--- config.mk ---
export PLATFORM = sky130hd
export DESIGN_NAME = dm_abstract_cmd
export DESIGN_NICKNAME = d
export VERILOG_FILES = /design/src/rtl/dm_abstract_cmd.sv
export SDC_FILE = /design/constraint.sdc
export NUM_CORES = 1
export LEC_CHECK = 0
export ABC_AREA = 1
export ABC_CLOCK_PERIOD_IN_PS = 3150
export BUFFER_PORTS_ARGS = -buffer_cell sky130_fd_sc_hd__buf_2
export CORE_UTILIZATION = 40
export DETAILED_ROUTE_END_ITERATION = 6
export PLACE_DENSITY_LB_ADDON = 0.08
export SLEW_MARGIN = 20
export SYNTH_ARGS = -nofsm -noshare
export SYNTH_HDL_FRONTEND = slang
export SYNTH_SLANG_ARGS = --single-unit
export TNS_END_PERCENT = 50
--- constraint.sdc ---
create_clock -name iClk -period 3.15 [get_ports iClk]
set_input_delay 0.63 -clock iClk [delete_from_list [all_inputs] [get_ports iClk]]
set_output_delay 0.63 -clock iClk [all_outputs]
set_load 0.1 [all_outputs]
--- src/rtl/dm_abstract_cmd.sv ---
// Abstract-command sequencer: runs Access Register commands over the RF/CSR debug buses.
// Optional bus watchdog enabled by defining DM_ABS_TIMEOUT_EN.
module dm_abstract_cmd #(
  parameter int unsigned TIMEOUT_CYCLES = 255
) (
  input  logic        iClk,
  input  logic        iRst_n,
  input  logic        iDmActive,
  input  logic        iHalted,
  input  logic        iCmdValid,
  input  logic [31:0] iCmd,
  input  logic [2:0]  iErrClr,
  input  logic [31:0] iData0,
  output logic [31:0] oData0,
  output logic        oData0We,
  output logic        oBusy,
  output logic [2:0]  oCmdErr,
  output logic        oRfReq,
  output logic        oRfWe,
  output logic [4:0]  oRfAddr,
  output logic [31:0] oRfWdata,
  input  logic        iRfAck,
  input  logic        iRfErr,
  input  logic [31:0] iRfRdata,
  output logic        oCsrReq,
  output logic        oCsrWe,
  output logic [11:0] oCsrAddr,
  output logic [31:0] oCsrWdata,
  input  logic        iCsrAck,
  input  logic        iCsrErr,
  input  logic [31:0] iCsrRdata
);

  typedef enum logic [1:0] {S_IDLE, S_DECODE, S_REQ, S_DONE} state_e;

  localparam logic [2:0] ERR_NONE   = 3'd0;
  localparam logic [2:0] ERR_BUSY   = 3'd1;
  localparam logic [2:0] ERR_NOTSUP = 3'd2;
  localparam logic [2:0] ERR_EXC    = 3'd3;
  localparam logic [2:0] ERR_HALT   = 3'd4;
`ifdef DM_ABS_TIMEOUT_EN
  localparam logic [2:0] ERR_BUS    = 3'd5;
  localparam int unsigned TMO_W     = $clog2(TIMEOUT_CYCLES + 1);
  localparam logic [TMO_W-1:0] TMO_LAST = TMO_W'(TIMEOUT_CYCLES - 1);
`else
  localparam int unsigned unused_timeout_cycles = TIMEOUT_CYCLES;
`endif

  state_e      state_q, state_d;
  logic [31:0] cmd_q, cmd_d;
  logic [2:0]  cmderr_q, cmderr_d;
  logic [31:0] data0_q, data0_d;
  logic        data0_we_q, data0_we_d;
  logic        busy_q, busy_d;
  logic        rf_req_q, rf_req_d;
  logic        rf_we_q, rf_we_d;
  logic [4:0]  rf_addr_q, rf_addr_d;
  logic        csr_req_q, csr_req_d;
  logic        csr_we_q, csr_we_d;
  logic [11:0] csr_addr_q, csr_addr_d;
  logic [31:0] wdata_q, wdata_d;

  logic        err_set;
  logic [2:0]  err_val;

  // Command field decode from the latched word
  logic [7:0]  cmd_type;
  logic [2:0]  aarsize;
  logic        postexec, transfer, write;
  logic [15:0] regno;
  logic        reg_is_csr, reg_is_rf;
  logic        unused_cmd_bits;

  assign cmd_type   = cmd_q[31:24];
  assign aarsize    = cmd_q[22:20];
  assign postexec   = cmd_q[18];
  assign transfer   = cmd_q[17];
  assign write      = cmd_q[16];
  assign regno      = cmd_q[15:0];
  assign reg_is_csr = (regno[15:12] == 4'h0);
  assign reg_is_rf  = (regno[15:5] == 11'h080);
  assign unused_cmd_bits = ^{cmd_q[23], cmd_q[19]};

  logic        bus_ack, bus_err;
  logic [31:0] bus_rdata;

  assign bus_ack   = rf_req_q ? iRfAck   : iCsrAck;
  assign bus_err   = rf_req_q ? iRfErr   : iCsrErr;
  assign bus_rdata = rf_req_q ? iRfRdata : iCsrRdata;

`ifdef DM_ABS_TIMEOUT_EN
  logic [TMO_W-1:0] tmo_cnt_q, tmo_cnt_d;

  // Watchdog counts consecutive REQ cycles and restarts from zero on every entry
  always_comb begin
    tmo_cnt_d = '0;
    if (state_q == S_REQ && state_d == S_REQ) tmo_cnt_d = tmo_cnt_q + TMO_W'(1);
  end

  always_ff @(posedge iClk or negedge iRst_n) begin
    if (!iRst_n) tmo_cnt_q <= '0;
    else         tmo_cnt_q <= tmo_cnt_d;
  end
`endif

  always_comb begin
    state_d    = state_q;
    cmd_d      = cmd_q;
    cmderr_d   = cmderr_q & ~iErrClr;
    data0_d    = data0_q;
    data0_we_d = 1'b0;
    rf_req_d   = rf_req_q;
    rf_we_d    = rf_we_q;
    rf_addr_d  = rf_addr_q;
    csr_req_d  = csr_req_q;
    csr_we_d   = csr_we_q;
    csr_addr_d = csr_addr_q;
    wdata_d    = wdata_q;
    err_set    = 1'b0;
    err_val    = ERR_NONE;

    // A new command while one is in flight is dropped and flagged
    if (iCmdValid && state_q != S_IDLE) begin
      err_set = 1'b1;
      err_val = ERR_BUSY;
    end

    case (state_q)
      S_IDLE: begin
        if (iCmdValid && cmderr_q == ERR_NONE) begin
          state_d = S_DECODE;
          cmd_d   = iCmd;
        end
      end
      S_DECODE: begin
        state_d = S_DONE;
        if (cmd_type != 8'h00 || aarsize != 3'd2 || postexec ||
            (transfer && !reg_is_csr && !reg_is_rf)) begin
          err_set = 1'b1;
          err_val = ERR_NOTSUP;
        end else if (!iHalted) begin
          err_set = 1'b1;
          err_val = ERR_HALT;
        end else if (transfer) begin
          state_d = S_REQ;
          wdata_d = iData0;
          if (reg_is_rf) begin
            rf_req_d  = 1'b1;
            rf_we_d   = write;
            rf_addr_d = regno[4:0];
          end else begin
            csr_req_d  = 1'b1;
            csr_we_d   = write;
            csr_addr_d = regno[11:0];
          end
        end
      end
      S_REQ: begin
        if (bus_ack) begin
          state_d   = S_DONE;
          rf_req_d  = 1'b0;
          rf_we_d   = 1'b0;
          csr_req_d = 1'b0;
          csr_we_d  = 1'b0;
          if (bus_err) begin
            err_set = 1'b1;
            err_val = ERR_EXC;
          end else if (!write) begin
            data0_d    = bus_rdata;
            data0_we_d = 1'b1;
          end
        end
`ifdef DM_ABS_TIMEOUT_EN
        else if (tmo_cnt_q == TMO_LAST) begin
          state_d   = S_DONE;
          rf_req_d  = 1'b0;
          rf_we_d   = 1'b0;
          csr_req_d = 1'b0;
          csr_we_d  = 1'b0;
          err_set   = 1'b1;
          err_val   = ERR_BUS;
        end
`endif
      end
      S_DONE:  state_d = S_IDLE;
      default: state_d = S_IDLE;
    endcase

    // Errors are sticky: only the first one since the last clear is recorded
    if (err_set && cmderr_q == ERR_NONE) cmderr_d = err_val;

    if (!iDmActive) begin
      state_d    = S_IDLE;
      cmderr_d   = ERR_NONE;
      data0_we_d = 1'b0;
      rf_req_d   = 1'b0;
      rf_we_d    = 1'b0;
      csr_req_d  = 1'b0;
      csr_we_d   = 1'b0;
    end

    busy_d = (state_d != S_IDLE);
  end

  always_ff @(posedge iClk or negedge iRst_n) begin
    if (!iRst_n) begin
      state_q    <= S_IDLE;
      cmd_q      <= '0;
      cmderr_q   <= ERR_NONE;
      data0_q    <= '0;
      data0_we_q <= 1'b0;
      busy_q     <= 1'b0;
      rf_req_q   <= 1'b0;
      rf_we_q    <= 1'b0;
      rf_addr_q  <= '0;
      csr_req_q  <= 1'b0;
      csr_we_q   <= 1'b0;
      csr_addr_q <= '0;
      wdata_q    <= '0;
    end else begin
      state_q    <= state_d;
      cmd_q      <= cmd_d;
      cmderr_q   <= cmderr_d;
      data0_q    <= data0_d;
      data0_we_q <= data0_we_d;
      busy_q     <= busy_d;
      rf_req_q   <= rf_req_d;
      rf_we_q    <= rf_we_d;
      rf_addr_q  <= rf_addr_d;
      csr_req_q  <= csr_req_d;
      csr_we_q   <= csr_we_d;
      csr_addr_q <= csr_addr_d;
      wdata_q    <= wdata_d;
    end
  end

  assign oData0    = data0_q;
  assign oData0We  = data0_we_q;
  assign oBusy     = busy_q;
  assign oCmdErr   = cmderr_q;
  assign oRfReq    = rf_req_q;
  assign oRfWe     = rf_we_q;
  assign oRfAddr   = rf_addr_q;
  assign oRfWdata  = wdata_q;
  assign oCsrReq   = csr_req_q;
  assign oCsrWe    = csr_we_q;
  assign oCsrAddr  = csr_addr_q;
  assign oCsrWdata = wdata_q;

endmodule

==> reports/results.tsv <==
metric	value	unit
status	complete, no violations	
relSlewSlack	56.6	%
synth_edf_count	0	
crit_fanout	31	
final_core_util	54.3	%
ios	262	
yosysWarnings	0	
cts_hold_buf	0	
io_buffers	259	
total_power	0.00800	W
wirelength	14.7	mm
grt_max_degree	63	
cts_made_buffers	17	
p_int	0.00396	W
max-vdd-ir-drop	0.692	mV
yosys-top-cells-count	nand2_1 (240), dfrtp_1 (122), nor2_1 (62), inv_1 (43), buf_4 (39)	
tightestPinTransition	0.649	ns
cts.sinks	122	
synth_flop_cell	dfrtp_1	
period_share	77.1	%
netSwitchingFraction	50.5	%
yosysMostFrequentCell	nand2_1	
drt_first_pass_iters	4	
r2r_end	oRfAddr[0]	
synth_top_area_cell	dfrtp_1	
gr-usage-met2	36.8	%
min_period	2.43	ns
route.detailed.drc	0	
synthesis.nets	799	
r2r_setup_slack	1.08	ns
crit_path_start_kind	register	
max_freq	412	MHz
initial_utilization	41.4	%
synthCells	656	
vias	5006	
yosysSeqAreaShare	55.0	%
path_clk_slew	0.05	ns
pwr-share-clk	22.2	%
grt_pass1_vias	4804	
ff2ff_path_depth	12	
gr-total-overflow	0	
final_max_slew_viol_count	0	
synth_cell_type_count	27	
vias_per_cell	4.70	
worst_slack	0.722	ns
finalSetupTns	0	ns
use_met3	6.18	%
maxCapViolations	0	
die_height	120	um
clock_latency	0.41	ns
yosysTopAreaCellShare	55.0	%
hold_class	primary input to async pin	
skew	0.0107	ns
grt_setup_unrepaired	no	
dp_worst_setup_slack	1.01	ns
busiest_layer	met2	
cts_buffer_depth	2	
place.gp.congestion	0.814	
core_area	13400	um^2
met1_usage	25.0	%
critical_path.cell_chain	buf_4, buf_2	
synthArstFlopShare	100	%
cts_root_buffer	clkbuf_16	
routedWlPerCell	13.8	um
cts_setup_buffers	0	
avgSynthCellArea	8.46	um^2
power_density	1100	nW/um^2
endpoint_kind	primary output	
cp_slowest_cell	dfrtp_1	
syn_to_final_growth	31.3	%
ys_ff_latch	122	
fin_nets	1024	
crit_arrival	1.80	ns
hold_ws	0.144	ns
antenna_found_initial	0	
reg2reg_from	cmd_q[24]	
setup_viol	0	
die_w	120	um
p_comb_share	49.4	%
layout-drive-gt1-share	35.8	%
crit_required	2.52	ns
htree_levels	4	
grt.total_usage	21.4	%
p_seq_share	28.4	%
max_stage_delay	0.50	ns
synth_area	5550	um^2
postRouteAntennaNets	0	
rows	42	
p_switching	0.00404	W
antenna_cells	0	
hold_viol	0	
p_leak	4.16	nW
die_area	14300	um^2
cts_tree	yes	
dp_hpwl	10.9	mm
cts-resized-gates	0	
critPathKind	register to primary output	
grt_pass1_wl	23.5	mm
netlist_top_cells_area	dfrtp_1 (55%), nand2_1 (16%), buf_4 (5.3%)	
drtIter0Drc	274	
## stage by stage
stage	std cells	instance area (um^2)
2_1_floorplan	656	5550
3_3_place_gp	1038	6750
3_5_place_dp	1038	6750
4_1_cts	1066	7280
5_1_grt	1066	7280
6_report	1066	7280
## worst max path at each step
| stage | start | endpoint | cells after the start |
|---|---|---|---|
| 2_1_floorplan | oRfReq | oCmdErr[2] | 13 |
| 3_3_place_gp | cmd_q[9] | oRfAddr[0] | 12 |
| 3_5_place_dp | iRfErr | oData0[23] | 9 |
| 4_1_cts | oRfReq | oRfReq | 2 |
| 5_1_grt | oRfReq | oRfReq | 2 |
| 6_report | oRfReq | oRfReq | 2 |
## registers in the layout, indices dropped and copies added (netlist names)
| register | count |
|---|---|
| oCsrAddr | 12 |
| oCmdErr | 3 |
| oCsrReq | 1 |
| oCsrWdata | 32 |
| oCsrWe | 1 |
| oRfWe | 1 |
| oData0We | 1 |
| state_q | 2 |
| oRfAddr | 5 |
| oRfReq | 1 |
| oData0 | 32 |
| cmd_q | 30 |
| oBusy | 1 |
## worst max-delay path: cells and delay by family (launching register included)
family | cells | cell delay [ns]
buffers and inverters | 2 | 0.88
DFF | 1 | 0.50
## placed cells by master (no fill, tap or decap), types with 2 or more instances in the layout
cell type / n
a21oi_1: 8
a21oi_2: 8
a31oi_1: 32
buf_2: 258
buf_4: 8
clkbuf_1: 4
clkbuf_16: 17
clkbuf_8: 4
clkinv_2: 2
dfrtp_1: 122
ha_1: 3
inv_1: 43
inv_2: 8
mux2_2: 3
nand2_1: 240
nand2_2: 3
nand3_1: 9
nand4_1: 9
nor2_1: 61
o21ai_0: 31
o21ai_1: 6
## cell families (layout without fill, tap and decap cells)
group / Yosys count / count (layout) / synth area share [%]
and+or+nand+nor: 330 / 330 / 24.0
AOI/OAI and AO/OA: 86 / 86 / 9.05
muxes: 3 / 3 / 0.609
adders and majority gates: 3 / 3 / 0.677
DFF: 122 / 122 / 55.0
buffers and inverters: 112 / 346 / 10.7
## layer usage
layer | vias up | wire [um]
li1 | 2493 | -
met1 | 2315 | 6110
met2 | 179 | 7400
met3 | 19 | 918
met4 | 0 | 269
met5 | - | 0
## power groups by stage
stage	clock [W]	sequential, W	combinational (W)
finish	0.00178	0.00227	0.00395
global route	0.00190	0.00233	0.00422
CTS	0.00182	0.00228	0.00397
detailed placement	0	0.00230	0.00396
global placement	0	0.00228	0.00391
floorplan	0	0.00420	0.00130
## final cells by class
cell class | instances | area (um^2)
fill | 1277 | 6120
sequential | 122 | 3050
multi-input combinational | 422 | 1910
timing repair buffer | 267 | 1370
clock buffer | 25 | 495
tap | 176 | 220
inverter | 51 | 191
clock inverter | 3 | 40.0
(Power assumes the default switching activity.)
